`src/rtl/uart_tx_arbiter_if.sv`:
```
// Handshake bundle between the byte producers, the UART TX arbiter and the
// transmitter.
//   req/req_data       producers -> arbiter   pending flags and their bytes
//   gnt                arbiter -> producers   one-cycle byte-captured pulse
//   grant_id/tx_data   arbiter -> transmitter winner index and captured byte
//   tx_load            arbiter -> transmitter one-cycle load strobe
//   tx_busy/tx_done    transmitter -> arbiter frame in progress / frame end
//   active             arbiter status, high while not IDLE
//   err                arbiter timeout pulse (only with UART_ARB_TIMEOUT_EN)
// The master modport is the arbiter side; the slave modport is the
// producer/transmitter side.
interface uart_tx_arbiter_if #(
  parameter int N_REQ  = 4,
  parameter int DATA_W = 8,
  parameter int ID_W   = 2
);
  logic [N_REQ-1:0]        req;
  logic [N_REQ*DATA_W-1:0] req_data;
  logic [N_REQ-1:0]        gnt;
  logic [ID_W-1:0]         grant_id;
  logic [DATA_W-1:0]       tx_data;
  logic                    tx_load;
  logic                    tx_busy;
  logic                    tx_done;
  logic                    active;
`ifdef UART_ARB_TIMEOUT_EN
  logic                    err;
`endif

  modport master (
    input  req, req_data, tx_busy, tx_done,
    output gnt, grant_id, tx_data, tx_load, active
`ifdef UART_ARB_TIMEOUT_EN
    , output err
`endif
  );

  modport slave (
    output req, req_data, tx_busy, tx_done,
    input  gnt, grant_id, tx_data, tx_load, active
`ifdef UART_ARB_TIMEOUT_EN
    , input err
`endif
  );
endinterface

```
`src/rtl/uart_tx_arbiter.sv`:
```
// Round-robin arbiter/sequencer sharing one UART transmit channel among
// N_REQ byte sources. Captures the winner's byte, pulses tx_load/gnt for one
// cycle, then follows the transmitter busy/done handshake to frame end.
// Ports:
//   clk  rising-edge clock
//   rst  asynchronous active-high reset
//   bus  uart_tx_arbiter_if.master (req, req_data, gnt, grant_id, tx_data,
//        tx_load, tx_busy, tx_done, active, err)
// Optional build macro UART_ARB_TIMEOUT_EN: adds a TIMEOUT-cycle watchdog on
// WAIT_BUSY/WAIT_DONE that aborts to IDLE and pulses err.
module uart_tx_arbiter #(
  parameter int N_REQ   = 4,
  parameter int DATA_W  = 8,
  parameter int ID_W    = 2,
  parameter int TIMEOUT = 4095
) (
  input logic               clk,
  input logic               rst,
  uart_tx_arbiter_if.master bus
);

  typedef enum logic [1:0] {IDLE, LOAD, WAIT_BUSY, WAIT_DONE} state_t;

  // Elaboration-time guard against illegal configurations.
  if (N_REQ < 2 || N_REQ > 16 || (1 << ID_W) < N_REQ || TIMEOUT < 1) begin : g_bad_cfg
    $error("uart_tx_arbiter: illegal parameter combination");
  end

  state_t              state;
  logic [ID_W-1:0]     last;
  logic [N_REQ-1:0]    gnt_q;
  logic [ID_W-1:0]     grant_id_q;
  logic [DATA_W-1:0]   tx_data_q;
  logic                tx_load_q;
  logic                active_q;

  logic [2*N_REQ-1:0]  req_dbl;
  logic [N_REQ-1:0]    req_rot;
  int                  first_j;
  int                  win_sum;
  logic [ID_W-1:0]     win_idx;
  logic [N_REQ-1:0]    win_onehot;
  logic [DATA_W-1:0]   win_byte;

  // Winner search: rotate req so bit 0 is requester last+1, take the lowest
  // set bit, then map back to an absolute index.
  always_comb begin
    req_dbl = {bus.req, bus.req};
    req_rot = N_REQ'(req_dbl >> (int'(last) + 1));
    first_j = 0;
    for (int j = N_REQ - 1; j >= 0; j--) begin
      if (req_rot[j]) first_j = j;
    end
    win_sum = int'(last) + 1 + first_j;
    if (win_sum >= N_REQ) win_sum = win_sum - N_REQ;
    win_idx    = ID_W'(win_sum);
    win_onehot = '0;
    win_byte   = '0;
    for (int i = 0; i < N_REQ; i++) begin
      if (win_sum == i) begin
        win_onehot[i] = 1'b1;
        win_byte      = bus.req_data[i*DATA_W +: DATA_W];
      end
    end
  end

`ifdef UART_ARB_TIMEOUT_EN
  localparam int unsigned CNT_W = $clog2(TIMEOUT + 1);
  logic [CNT_W-1:0] tmo_cnt;
  logic             err_q;
  logic             tmo_hit;

  // Last waiting cycle: the counter advances on this edge to TIMEOUT.
  assign tmo_hit = (tmo_cnt == CNT_W'(TIMEOUT - 1));
  assign bus.err = err_q;
`endif

  // Sequencer FSM with registered outputs.
  always_ff @(posedge clk or posedge rst) begin
    if (rst) begin
      state      <= IDLE;
      last       <= ID_W'(N_REQ - 1);
      gnt_q      <= '0;
      grant_id_q <= '0;
      tx_data_q  <= '0;
      tx_load_q  <= 1'b0;
      active_q   <= 1'b0;
`ifdef UART_ARB_TIMEOUT_EN
      tmo_cnt    <= '0;
      err_q      <= 1'b0;
`endif
    end else begin
      gnt_q     <= '0;
      tx_load_q <= 1'b0;
`ifdef UART_ARB_TIMEOUT_EN
      err_q     <= 1'b0;
`endif
      case (state)
        IDLE: begin
          // A busy transmitter in IDLE belongs to someone else; hold off.
          if (|bus.req && !bus.tx_busy) begin
            tx_data_q  <= win_byte;
            grant_id_q <= win_idx;
            gnt_q      <= win_onehot;
            tx_load_q  <= 1'b1;
            last       <= win_idx;
            active_q   <= 1'b1;
            state      <= LOAD;
          end
        end
        LOAD: begin
          state <= WAIT_BUSY;
`ifdef UART_ARB_TIMEOUT_EN
          tmo_cnt <= '0;
`endif
        end
        WAIT_BUSY: begin
          // tx_done first: a frame may finish before busy was ever seen.
          if (bus.tx_done) begin
            state    <= IDLE;
            active_q <= 1'b0;
          end else if (bus.tx_busy) begin
            state <= WAIT_DONE;
          end
`ifdef UART_ARB_TIMEOUT_EN
          else if (tmo_hit) begin
            state    <= IDLE;
            active_q <= 1'b0;
            err_q    <= 1'b1;
          end
          tmo_cnt <= tmo_cnt + 1'b1;
`endif
        end
        WAIT_DONE: begin
          if (bus.tx_done) begin
            state    <= IDLE;
            active_q <= 1'b0;
          end
`ifdef UART_ARB_TIMEOUT_EN
          else if (tmo_hit) begin
            state    <= IDLE;
            active_q <= 1'b0;
            err_q    <= 1'b1;
          end
          tmo_cnt <= tmo_cnt + 1'b1;
`endif
        end
        default: begin
          state    <= IDLE;
          active_q <= 1'b0;
        end
      endcase
    end
  end

  assign bus.gnt      = gnt_q;
  assign bus.grant_id = grant_id_q;
  assign bus.tx_data  = tx_data_q;
  assign bus.tx_load  = tx_load_q;
  assign bus.active   = active_q;

endmodule

```
`src/flat_wrapper.sv`:
```
// flat-port wrapper written by rule: the top's interface ports become plain ports
module uart_tx_arbiter_flat 
#(
  parameter int N_REQ   = 4,
  parameter int DATA_W  = 8,
  parameter int ID_W    = 2,
  parameter int TIMEOUT = 4095
)
  (clk, rst, bus_req, bus_req_data, bus_tx_busy, bus_tx_done, bus_gnt, bus_grant_id, bus_tx_data, bus_tx_load, bus_active);
  uart_tx_arbiter_if #(.N_REQ(N_REQ), .DATA_W(DATA_W), .ID_W(ID_W)) bus_i ();
  input logic clk;
  input logic rst;
  input wire logic [$bits(bus_i.req)-1:0] bus_req;
  input wire logic [$bits(bus_i.req_data)-1:0] bus_req_data;
  input wire logic [$bits(bus_i.tx_busy)-1:0] bus_tx_busy;
  input wire logic [$bits(bus_i.tx_done)-1:0] bus_tx_done;
  output wire logic [$bits(bus_i.gnt)-1:0] bus_gnt;
  output wire logic [$bits(bus_i.grant_id)-1:0] bus_grant_id;
  output wire logic [$bits(bus_i.tx_data)-1:0] bus_tx_data;
  output wire logic [$bits(bus_i.tx_load)-1:0] bus_tx_load;
  output wire logic [$bits(bus_i.active)-1:0] bus_active;
  assign bus_i.req = bus_req;
  assign bus_i.req_data = bus_req_data;
  assign bus_i.tx_busy = bus_tx_busy;
  assign bus_i.tx_done = bus_tx_done;
  assign bus_gnt = bus_i.gnt;
  assign bus_grant_id = bus_i.grant_id;
  assign bus_tx_data = bus_i.tx_data;
  assign bus_tx_load = bus_i.tx_load;
  assign bus_active = bus_i.active;
  uart_tx_arbiter #(.N_REQ(N_REQ), .DATA_W(DATA_W), .ID_W(ID_W), .TIMEOUT(TIMEOUT)) u_core (.clk(clk), .rst(rst), .bus(bus_i));
endmodule
```
`config.mk`:
```
export PLATFORM = sky130hd
export DESIGN_NAME = uart_tx_arbiter_flat
export DESIGN_NICKNAME = d
export VERILOG_FILES = /design/src/rtl/uart_tx_arbiter_if.sv /design/src/rtl/uart_tx_arbiter.sv /design/src/flat_wrapper.sv
export SDC_FILE = /design/constraint.sdc
export NUM_CORES = 1
export LEC_CHECK = 0
export ABC_AREA = 1
export BUFFER_PORTS_ARGS = -buffer_cell sky130_fd_sc_hd__buf_2
export CAP_MARGIN = 5
export CORE_AREA = 2 2 56 58
export CTS_CLUSTER_DIAMETER = 150
export CTS_CLUSTER_SIZE = 20
export DETAILED_ROUTE_END_ITERATION = 6
export DIE_AREA = 0 0 58 60
export GPL_TIMING_DRIVEN = 0
export PLACE_DENSITY = 0.81
export SLEW_MARGIN = 20
export SYNTH_ARGS = -nofsm -noshare
export SYNTH_HDL_FRONTEND = slang
export SYNTH_SLANG_ARGS = --single-unit
```
`constraint.sdc`:
```
create_clock -name clk -period 3.24 [get_ports clk]
set_clock_uncertainty 0.2 [all_clocks]
set_input_delay 0.162 -clock clk [delete_from_list [all_inputs] [get_ports clk]]
set_output_delay 0.162 -clock clk [all_outputs]
set_load 0.005 [all_outputs]
```
# Word level (Yosys, flattened, before mapping)
# Index checks and enable logic that the tools add are counted.
[totals]
regBits = 20
latchBits = 0
ram_bits = 0
romBits = 0
n_memories = 0
[classes]
addsub = 3
mul = 0
div = 0
order_cmp = 1
eq_ne = 10
shift = 1
muxes = 25
bitwise = 0
n_reduce_logical = 10
[op_table]
columns = ["op", "n"]
rows = [
  ["32-bit by 3-bit == test with 1-bit output (second input constant)", 2],
  ["32-bit by 3-bit adder with 32-bit output", 1],
  ["32-bit by 2-bit == test with 1-bit output (second input constant)", 1],
  ["32-bit by 4-bit greater-or-equal comparator with 1-bit output (second input constant)", 1],
  ["32-bit zero test", 1],
  ["32-bit two-way mux", 1],
  ["8-bit two-way mux", 4],
  ["32-bit by 4-bit subtractor with 32-bit output (second input constant)", 1],
  ["2-bit two-way mux", 8],
  ["1-bit two-way mux", 8],
  ["4-bit two-way mux", 2],
  ["2-bit one-hot mux with 4 select lines", 1],
  ["8-bit by 3-bit >> shifter with 4-bit output", 1],
  ["3-bit AND reduction", 2],
  ["2-bit == test (second input constant)", 2],
  ["2-bit by 1-bit != test with 1-bit output (second input constant)", 2],
  ["4-bit OR reduction", 1],
  ["2-bit by 1-bit adder with 3-bit output (second input constant)", 1],
  ["3-bit != test (second input constant)", 1],
  ["2-bit by 1-bit == test with 1-bit output (second input constant)", 1],
  ["2-bit zero test", 1],
  ["2-bit != test (second input constant)", 1],
  ["1-bit one-hot mux with 2 select lines", 1],
  ["2-bit AND reduction", 1],
  ["other kinds (4)", 4],
]

# Logic depth before layout (Yosys ltp)
# Gate-level depths: netlist of run 1.
[depth]
ltp_word = 14
ltp_mapped = 17
ltp_nobuf = 17

# Least setup slack after synthesis of run 1
# OpenSTA, ideal clock, no wires.
[synth_path]
path_type = "flip-flop to flip-flop"
from = "reg u_core.last[0]"
to = "reg u_core.tx_data_q[0], in the netlist u_core.bus.tx_data[0]"
arrival_ns = 2.596
slack_ns = 0.328
stages_incl_launch_ff = 15
path_buffers = 0
period_less_slack_ns = 2.912
cell_sequence = "dfstp_2 > inv_1 > nand2_1 > and2_1 > nand2_1 > o21ai_0 > a21boi_0 > ha_1 > inv_1 > fa_1 > nor2_2 > nand2_1 > or2_2 > nand3_1 > nand2_1"
[synth_between]
elab_chain_cells = 14
elab_cells_between_ends = 18
classes_between = "3 x add/sub; 1 x order compare; 3 x eq/ne; 1 x shift; 9 x mux; 1 x reduce/logical"
[synth_lines]
columns = ["element", "line_no", "source"]
rows = [
  ["start, declared", "uart_tx_arbiter.sv:30", "logic [ID_W-1:0] last;"],
  ["start signal, assigned", "uart_tx_arbiter.sv:82", "last <= ID_W'(N_REQ - 1);"],
  ["start signal, assigned", "uart_tx_arbiter.sv:106", "last <= win_idx;"],
  ["2-bit by 1-bit adder with 3-bit output *", "uart_tx_arbiter.sv:49, uart_tx_arbiter.sv:54", ""],
  ["8-bit by 3-bit >> shifter with 4-bit output", "uart_tx_arbiter.sv:49", "req_rot = N_REQ'(req_dbl >> (int'(last) + 1));"],
  ["2-bit two-way mux (4 in a row)", "uart_tx_arbiter.sv:52", "if (req_rot[j]) first_j = j;"],
  ["32-bit by 3-bit adder with 32-bit output *", "uart_tx_arbiter.sv:54", "win_sum = int'(last) + 1 + first_j;"],
  ["32-bit by 4-bit subtractor with 32-bit output / 32-bit by 4-bit greater-or-equal comparator with 1-bit output (equally long branches)", "uart_tx_arbiter.sv:55", "if (win_sum >= N_REQ) win_sum = win_sum - N_REQ;"],
  ["32-bit two-way mux *", "uart_tx_arbiter.sv:55", ""],
  ["32-bit zero test", "uart_tx_arbiter.sv:60", "if (win_sum == i) begin"],
  ["8-bit two-way mux (3 in a row)", "uart_tx_arbiter.sv:60", ""],
  ["8-bit two-way mux *", "uart_tx_arbiter.sv:60", ""],
  ["end signal, assigned", "uart_tx_arbiter.sv:102", "tx_data_q <= win_byte;"],
  ["end, declared", "uart_tx_arbiter.sv:33", "logic [DATA_W-1:0] tx_data_q;"],
]
# Mark *: on every way between the ends. The rest lies on a longest branch, timed or not.
# A chain may end at the register's enable or synchronous reset.

# Worst setup path after layout of run 1
[layout_path]
from = "reg u_core.last[0]"
to = "reg u_core.tx_data_q[7], in the netlist u_core.bus.tx_data[7]"
# Same word-level chain as after synthesis.

==> flow_summary.toml, run 1 <==
[min_path]
holdPathStages = 4
min_path_type = "input pin to flop"
hp-start = "bus_req_data[16]"
hold_end = "u_core.bus.tx_data[0]$_DFFE_PP0P_"

[placed_design]
placed_area_mm2 = 0.001620
dp.cells = 272
portBuffers = 55
hpwlAfterDp_um = 2569
gp_congestion = 0.8512

[finish]
layout_commonest_cell = "buf_2"
final_cell_mix = "buf_2 (57), nand2_1 (48), nand3_1 (46)"
n_fill_cell = 284
final_area_mm2 = 0.001755
drive_above_1_share_pct = 32.81
layout.cells.non_filler = 286
fin_nets = 298
area_growth_pct = 34.64
diodes = 0

[timing]
worst_slew_pin_slew_ps = 764.4
setup_viol = 0
period_share_pct = 93.35
fmax_ghz = 0.3306
slew_headroom_pct = 48.98
slew_viol_final = 0
fin_hold_ws_ps = -10.17
timing_hold_violations_final = 2
rsz0062_at_grt = "no"
final.min_clock_period_ps = 3025

[die]
core-area_mm2 = 0.002903
die-area_mm2 = 0.003480
ios = 56
die_y_um = 60
rows = 20
fp.dieW_um = 58
initial_utilization_pct = 44.91

[pwr]
p_leak_nw = 0.9794
clkPwrFrac_pct = 6.0
seqPwrFrac_pct = 20.8
power.density_mw_per_mm2 = 1223
combPwrFrac_pct = 73.2
vdd_ir_drop_max_uv = 830.0
sw_frac_of_total_pct = 50.92
p_sw_mw = 1.093
internal-power_mw = 1.053

[grt]
grt_start_max_net_pins = 21
globalRouteOverflowTotal = 0
grt_pass1_vias = 1315
grt_usage_pct = 21.63
antenna_found_initial = 0
grt_pass1_wl_um = 5699

[logic_synthesis]
synth_area_per_cell_um2 = 7.086
syn-cell-area_mm2 = 0.001304
synth.net_count = 228
synth_warnings = 0
synth_area_leaders = "dfrtp_1 (35%), nand3_1 (18%), nand2_1 (14%)"
ys_seq_elements = 20
synth.largest_area_cell = "dfrtp_1"
synth_top_area_share_pct = 34.55
syn_inst = 184
synth.distinct_cells = 24
yosysSeqAreaShare_pct = 38.58

[cts]
root_buffer = "clkbuf_4"
clock_sinks = 20
clock_path_buffers = 2
cts_buffers = 3
clk_latency_ps = 300
cts_max_level = 1
path_clk_slew_ps = 120
cts_tree = "done"

[routing]
dr.first_iter.drc_count = 29
routed_via_density = 5.175
antenna_left = 0
drc = 0
wl_um = 3468
routedWlPerCell_um = 12.13
dr.pass1.iters = 4
vias = 1480

[critical_path]
rr_endpoint = "u_core.bus.tx_data[7]$_DFFE_PP0P_"
cp.required_ps = 3240
cp_max_fo = 6
rrSetupSlack_ps = 220
r2r_cells = 15
critPathKind = "flop to flop"
r2r_start = "u_core.last[0]$_DFFE_PP1P_"
crit_path_start_kind = "flop"
crit_path_end_kind = "flop"
worst-endpoint-arrival_ps = 3030

[flow_run]
drv_cap = 0

[run_status]
outcome = "finished with violations"
violations = "negative hold slack"
-- state kept, by name, indices dropped and copies added, names as in the netlist --
register	count
u_core.bus.tx_data	8
u_core.bus.gnt	4
u_core.state	2
u_core.bus.grant_id	2
u_core.bus.tx_load	1
u_core.bus.active	1
u_core.last	2
-- layout make-up --
class                   instances  area (um2)  share of cell area (%)
plain buffers                   4       21.27                   1.212
clock buffers                   4       26.28                   1.497
inverters                      23       86.33                   4.918
multi-input cells             137       709.4                   40.41
flip-flops and latches         20       503.0                   28.65
well taps                      33       41.29                   2.352
repair buffers                 65       367.9                   20.96
-- critical path, stage by stage (launching register included) --
cell and delay [ps]:
dfstp_2 580, inv_2 80, nand2_1 50, and2_1 140, nand2_1 50, o21ai_1 90, a21boi_2 180, ha_2 180
inv_1 60, fa_2 660, inv_2 90, or2_2 280, nand3_1 80, nand2_1 50, nand3_1 90, nand3_1 70
-- how the worst max path moves through the flow --
stage / endpoint / start / slack, ps / cells after the start
2_1_floorplan: u_core.bus.tx_data[0]$_DFFE_PP0P_ / u_core.last[0]$_DFFE_PP1P_ / 330 / 14
3_3_place_gp: u_core.bus.tx_data[6]$_DFFE_PP0P_ / u_core.last[0]$_DFFE_PP1P_ / 20 / 15
3_5_place_dp: u_core.bus.tx_data[4]$_DFFE_PP0P_ / u_core.last[0]$_DFFE_PP1P_ / -30 / 15
4_1_cts: u_core.bus.tx_data[7]$_DFFE_PP0P_ / u_core.last[0]$_DFFE_PP1P_ / 40 / 15
5_1_grt: u_core.bus.tx_data[7]$_DFFE_PP0P_ / u_core.last[0]$_DFFE_PP1P_ / 8 / 16
6_report: u_core.bus.tx_data[7]$_DFFE_PP0P_ / u_core.last[0]$_DFFE_PP1P_ / 220 / 15
-- cells by family after synthesis --
logic type                 share of synthesized area (%)
and+or+nand+nor                                    43.19
buffers and inverters                              8.253
DFF                                                38.58
AOI/OAI and AO/OA                                  4.798
adders and majority gates                          4.415
muxes                                             0.7678
-- routing by layer --
layer | wire length (um) | share of wire [%] | track usage [%] | vias to the layer above
li1 | - | - | - | 740
met1 | 1547 | 45 | 28.45 | 681
met2 | 1593 | 46 | 34.42 | 51
met3 | 243 | 7.0 | 4.978 | 8
met4 | 83 | 2.4 | 8.970 | 0
met5 | 0 | 0 | 0 | -
-- through the flow --
| stage | utilization [%] | TNS [ps] | hold WS, ps | power [mW] | setup WS [ps] |
|---|---|---|---|---|---|
| after floorplan | - | 0 | -75.65 | 1.547 | 328.1 |
| after global placement | 55.82 | 0 | 130.9 | 1.863 | 16.42 |
| after detailed placement | 55.82 | -92.71 | 133.9 | 1.881 | -26.61 |
| after CTS | 59.48 | 0 | 2.470 | 2.064 | 37.22 |
| after global routing | 60.47 | 0 | 1.100 | 2.407 | 8.271 |
| final | 60.47 | 0 | -10.17 | 2.146 | 215.5 |
-- synthesized netlist by cell type, drive strengths merged --
library cell / count
fa: 1
buf: 3
nor4: 1
nor2: 13
ha: 3
inv: 23
mux2i: 1
and2: 1
or2: 5
nor3: 3
nand3: 46
a21boi: 1
dfstp: 2
nand4: 4
clkbuf: 1
dfrtp: 18
a21oi: 1
o211ai: 2
o21ai: 7
nand2: 48
-- power groups by stage --
stage / sequential, mW / combinational [mW] / clock, mW
2_1_floorplan: 0.454 / 1.09 / 0
3_3_place_gp: 0.453 / 1.41 / 0
3_5_place_dp: 0.452 / 1.43 / 0
4_1_cts: 0.449 / 1.49 / 0.128
5_1_grt: 0.458 / 1.81 / 0.142
6_report: 0.447 / 1.57 / 0.128
-- repair_timing --
action,in CTS,in global routing
pin swaps,0,1
endpoints found under the setup margin,7,8
hold buffers,7,0
resized for setup,3,8
endpoints found under the hold margin,26,0
setup buffers,0,3
Power figures use the tool's default switching activity.
==> inputs of run 2 (changes only) <==
Settings changed: BUFFER_PORTS_ARGS -buffer_cell sky130_fd_sc_hd__buf_2 to not set, CORE_AREA 2 2 56 58 to 2 2 55 57, DIE_AREA 0 0 58 60 to 0 0 57 59, DONT_BUFFER_PORTS set to 1, PLACE_DENSITY 0.81 to 0.72.
==> run 2 against run 1 <==
  * The flow now finishes without violations
  * Critical path depth up 1
  * Utilization increased by 4.3 points
  * Flip-flop and latch count unchanged
  * Power increased by 3.2%
  * Fmax fell by 3.1%
  * First-iteration DRC count rose to 3.7 times the previous value
  * Critical path type unchanged
  * Clock power about the same
  * Cell count decreased by 11%
  * Sequential share of layout area unchanged
  * Non-clock buffer count down 29
  * Via count shrank 3.4%
==> flow_summary.toml, run 2 (synthesized netlist as in run 1, its figures left out) <==
[run_status]
outcome = "complete, no violations"

[routing]
wl_um = 4072
routed_via_density = 5.604
drc = 0
dr.first_iter.drc_count = 106
vias = 1429
antenna_left = 0
routedWlPerCell_um = 15.97
dr.pass1.iters = 4

[finish]
diodes = 0
final_cell_mix = "nand2_1 (48), nand3_1 (45), dlygate4sd3_1 (34)"
area_growth_pct = 34.64
fin_nets = 269
largest_reg_flops = 8
layout_commonest_cell = "nand2_1"
final_area_mm2 = 0.001755
final_util_pct = 64.77
drive_above_1_share_pct = 12.50

[placed_design]
placed_area_mm2 = 0.001343
portBuffers = 0
hpwlAfterDp_um = 2587
gp_congestion = 0.8188

[critical_path]
crit_top_cell = "nand3_1"
rrSetupSlack_ps = 120
cp.required_ps = 3250
slowest_delay_ps = 670
cp_cell_sequence = "buf_4, nand2_1, nand3_1, o21ai_0, inv_1, nand2_1, a21boi_2, ha_2, inv_1, fa_2, inv_2, or2_2, nand3_1, nand2_1, nand3_1, nand3_1"
crit_path_end_kind = "flop"
critPathKind = "flop to flop"
cp_slowest_cell = "fa_2"
worst-endpoint-arrival_ps = 3130
crit_path_start_kind = "flop"
path_delay_family = "adder cells"
cp_max_fo = 5
crit_buf_inv = 4

[timing]
timing_hold_violations_final = 0
setup_viol = 0
slew_headroom_pct = 48.69
worst_slew_pin_slew_ps = 768.9
fin_hold_ws_ps = 38.62
fmax_ghz = 0.3202
slew_viol_final = 0
period_share_pct = 96.38
tns_ps = 0
final.min_clock_period_ps = 3123

[cts]
clk_latency_ps = 300
cts_max_level = 1
clock_sinks = 20
clock_path_buffers = 2
path_clk_slew_ps = 120
cts_buffers = 3
root_buffer = "clkbuf_4"
cts_tree = "done"

[die]
core-area_mm2 = 0.002710
rows = 19
fp.dieW_um = 57
ios = 56
die-area_mm2 = 0.003363
initial_utilization_pct = 48.11
die_y_um = 59

[min_path]
min_path_type = "input pin to flop"

[grt]
grt_usage_pct = 23.75
globalRouteOverflowTotal = 0
grt_pass1_vias = 1415
grt_start_max_net_pins = 21
antenna_found_initial = 0
grt_pass1_wl_um = 6141

[flow_run]
drv_cap = 0

[pwr]
vdd_ir_drop_max_uv = 885.4
p_leak_nw = 0.8619
power.density_mw_per_mm2 = 1262
run 2: cell count changes in the layout (fill, tap and decap cells not counted):
| cell | change |
|---|---|
| nor2_2 | -2 |
| o21ai_0 | +2 |
| nand3_1 | -1 |
| dlygate4sd3_1 | +27 |
| o21ai_1 | -2 |
| nand3_2 | +1 |
| nor2_4 | +2 |
| buf_4 | -1 |
| buf_2 | -55 |
run 2: final cells by class:
| cell class | count | area, um2 |
|---|---|---|
| Fill cell | 243 | 954.7 |
| Multi-Input combinational cell | 137 | 724.4 |
| Sequential cell | 20 | 503.0 |
| Timing Repair Buffer | 36 | 355.3 |
| Inverter | 23 | 86.33 |
| Tap cell | 31 | 38.79 |
| Clock buffer | 4 | 26.28 |
| Buffer | 4 | 21.27 |
run 2: worst paths after layout:
path	endpoint	cells after the start	startpoint
max in group asynchronous	u_core.bus.grant_id[0]$_DFFE_PP0P_	2	rst
hold / removal	u_core.bus.tx_data[7]$_DFFE_PP0P_	5	bus_req_data[7]
hold reg to reg	u_core.bus.active$_DFFE_PP0P_	2	u_core.bus.active$_DFFE_PP0P_
setup / recovery	u_core.bus.tx_data[7]$_DFFE_PP0P_	16	u_core.last[0]$_DFFE_PP1P_
setup reg to reg	u_core.bus.tx_data[7]$_DFFE_PP0P_	16	u_core.last[0]$_DFFE_PP1P_
min in group asynchronous	u_core.bus.tx_data[1]$_DFFE_PP0P_	2	rst
run 2: timing repair:
action | in CTS | in global routing
hold buffers | 34 | 0
hold endpoints to repair | 31 | 0
gates resized for setup | 1 | 11
setup buffers | 0 | 2
endpoints found under the setup margin | 5 | 9
pin swaps | 0 | 3
run 2: through the flow:
step | cells | power, mW | worst slack, ps
floorplan | 184 | 1.547 | 328.1
global placement | 215 | 1.750 | 89.15
detailed placement | 215 | 1.810 | -4.596
CTS | 253 | 1.984 | 5.962
global route | 255 | 2.397 | -54.69
finish | 255 | 2.216 | 117.2
run 2: where the power goes:
part           switching (mW)  leakage, nW  total, mW  internal, mW
Sequential             0.0959        0.248      0.471         0.375
Combinational            1.02        0.599       1.62         0.596
Clock                  0.0798       0.0150      0.128        0.0481
run 2: tightest hold or removal path: stages:
cell and delay [ps]:
or2_2 90, nand3_1 70, nand2_1 70, nand3_1 70, nand3_1 70
run 2: per-layer routing:
metal	routed length, um	vias up	GRT usage, %	part of all wire, %
met5	0	-	0	0
met4	141	0	13.29	3.5
met3	246	18	5.022	6.0
met2	2102	67	42.69	52
met1	1582	660	26.12	39
li1	-	684	-	-
==> inputs of run 3 (changes only) <==
Settings changed: PLACE_DENSITY 0.72 to 0.73.
==> run 3 against run 2 <==
  * Sequential share of layout area decreased by 0.58 points
  * Fmax increased by 1.4%
  * Critical endpoint is now u_core.bus.tx_data[0]$_DFFE_PP0P_
  * Die area unchanged
==> flow_summary.toml, run 3 (synthesized netlist as in run 1, its figures left out) <==
[run_status]
outcome = "complete, no violations"

[cts]
cts_tree = "done"
clock_sinks = 20
root_buffer = "clkbuf_4"
cts_max_level = 1
path_clk_slew_ps = 120
clk_latency_ps = 310
cts_buffers = 3
clock_path_buffers = 2

[grt]
grt_usage_pct = 24.74
grt_pass1_vias = 1483
grt_pass1_wl_um = 6417
grt_start_max_net_pins = 21
antenna_found_initial = 0
globalRouteOverflowTotal = 0

[critical_path]
r2r_start = "u_core.last[0]$_DFFE_PP1P_"
cp.required_ps = 3260
cp_max_fo = 7
critPathKind = "flop to flop"
crit_path_start_kind = "flop"
slowest_delay_ps = 560
crit_top_cell = "nand2_1"
worst-endpoint-arrival_ps = 3100
cp_slowest_cell = "dfstp_2"
crit_path_end_kind = "flop"
critPathLaunch = "u_core.last[0]$_DFFE_PP1P_"
cp_cell_sequence = "buf_4, nand2_1, and2_1, nand2_1, o21ai_0, a21boi_2, ha_2, inv_1, fa_2, nor2_4, nand2_1, or2_2, nand3_1, nand2_1"

[min_path]
hp-start = "bus_req_data[7]"
min_path_type = "input pin to flop"

[pwr]
power.density_mw_per_mm2 = 1273
p_leak_nw = 0.8797
p_total_mw = 2.280
vdd_ir_drop_max_uv = 1020

[routing]
antenna_left = 0
dr.pass1.iters = 7
drc = 0
vias = 1513
routedWlPerCell_um = 15.61
routed_via_density = 5.910
dr.first_iter.drc_count = 76
wl_um = 3997

[finish]
drive_above_1_share_pct = 12.89
layout.cells.non_filler = 256
diodes = 0
final_cell_mix = "nand2_1 (48), nand3_1 (45), dlygate4sd3_1 (35)"
n_fill_cell = 218
area_growth_pct = 37.43
fin_nets = 270
largest_reg_flops = 8
layout_commonest_cell = "nand2_1"

[timing]
fin_ws_ps = 159.8
worst_slew_pin_slew_ps = 734.0
setup_viol = 0
slew_viol_final = 0
slew_headroom_pct = 51.01
fin_hold_ws_ps = 23.55
rsz0062_at_grt = "no"
fmax_ghz = 0.3247
final.min_clock_period_ps = 3080
timing_hold_violations_final = 0
period_share_pct = 95.07

[placed_design]
dp.cells = 215
portBuffers = 0
place_ws_ps = -67.96
hpwlAfterDp_um = 2588
gp_congestion = 0.8655

[die]
ios = 56
rows = 19
die_y_um = 59
fp.dieW_um = 57
initial_utilization_pct = 48.11
core-area_mm2 = 0.002710
die-area_mm2 = 0.003363

[flow_run]
drv_cap = 0
[run 3: cell count changes in the layout (fill, tap and decap cells not counted)]
| cell | previous run | this run |
|---|---|---|
| clkbuf_1 | 2 | 1 |
| bufinv_16 | 0 | 1 |
| dlygate4sd3_1 | 34 | 35 |
[run 3: cell type report]
class / instances / area [um2] / share of cell area [%]
clock buffers: 3 / 22.52 / 1.257
multi-input cells: 137 / 724.4 / 40.43
well taps: 31 / 38.79 / 2.165
inverters: 23 / 86.33 / 4.818
flip-flops and latches: 20 / 503.0 / 28.07
repair buffers: 37 / 365.4 / 20.39
clock inverters: 1 / 30.03 / 1.676
plain buffers: 4 / 21.27 / 1.187
[run 3: final timing paths]
path                                                           to  slack [ps]  cells past startpoint
worst max-delay path            u_core.bus.tx_data[0]$_DFFE_PP0P_         160                     14
worst min-delay path            u_core.bus.tx_data[7]$_DFFE_PP0P_          20                      5
worst max register to register  u_core.bus.tx_data[0]$_DFFE_PP0P_         160                     14
worst min register to register      u_core.bus.active$_DFFE_PP0P_         330                      2
max in group asynchronous       u_core.bus.tx_data[7]$_DFFE_PP0P_        2180                      2
min in group asynchronous       u_core.bus.tx_data[6]$_DFFE_PP0P_         200                      2
[run 3: what timing repair did]
action / 4_1_cts / 5_1_grt
endpoints found under the setup margin: 7 / 8
setup buffers: 0 / 2
pin swaps: 0 / 2
resized for setup: 4 / 8
hold endpoints to repair: 31 / 1
hold buffers: 34 / 1
cloned: 0 / 0
[run 3: critical path, delay by kind of cell, from the launching register on]
family	cells	cell delay, ps
compound gates	2	290
fa+ha+maj	2	670
buf+inv	2	220
flops	1	560
simple gates	8	1050
[run 3: metrics by stage]
stage | setup TNS, ps | utilization (%) | area (um2)
finish | 0 | 66.11 | 1792
global route | 0 | 66.11 | 1792
CTS | 0 | 64.59 | 1750
detailed placement | -374.3 | 49.54 | 1343
global placement | 0 | 49.54 | 1343
floorplan | 0 | - | 1304
[run 3: metal layers]
metal  wire length [um]  GRT usage [%]  share of wire, %
met4                183          13.29               4.6
met2               2022          43.35                51
met5                  0              0                 0
met3                353          7.642               8.8
met1               1438          26.84                36
[run 3: power breakdown]
part	leakage, nW	switching, mW	total [mW]	internal (mW)
Combinational	0.604	0.999	1.60	0.601
Sequential	0.248	0.0980	0.473	0.374
Clock	0.0279	0.0829	0.208	0.125
Total	0.880	1.18	2.28	1.10
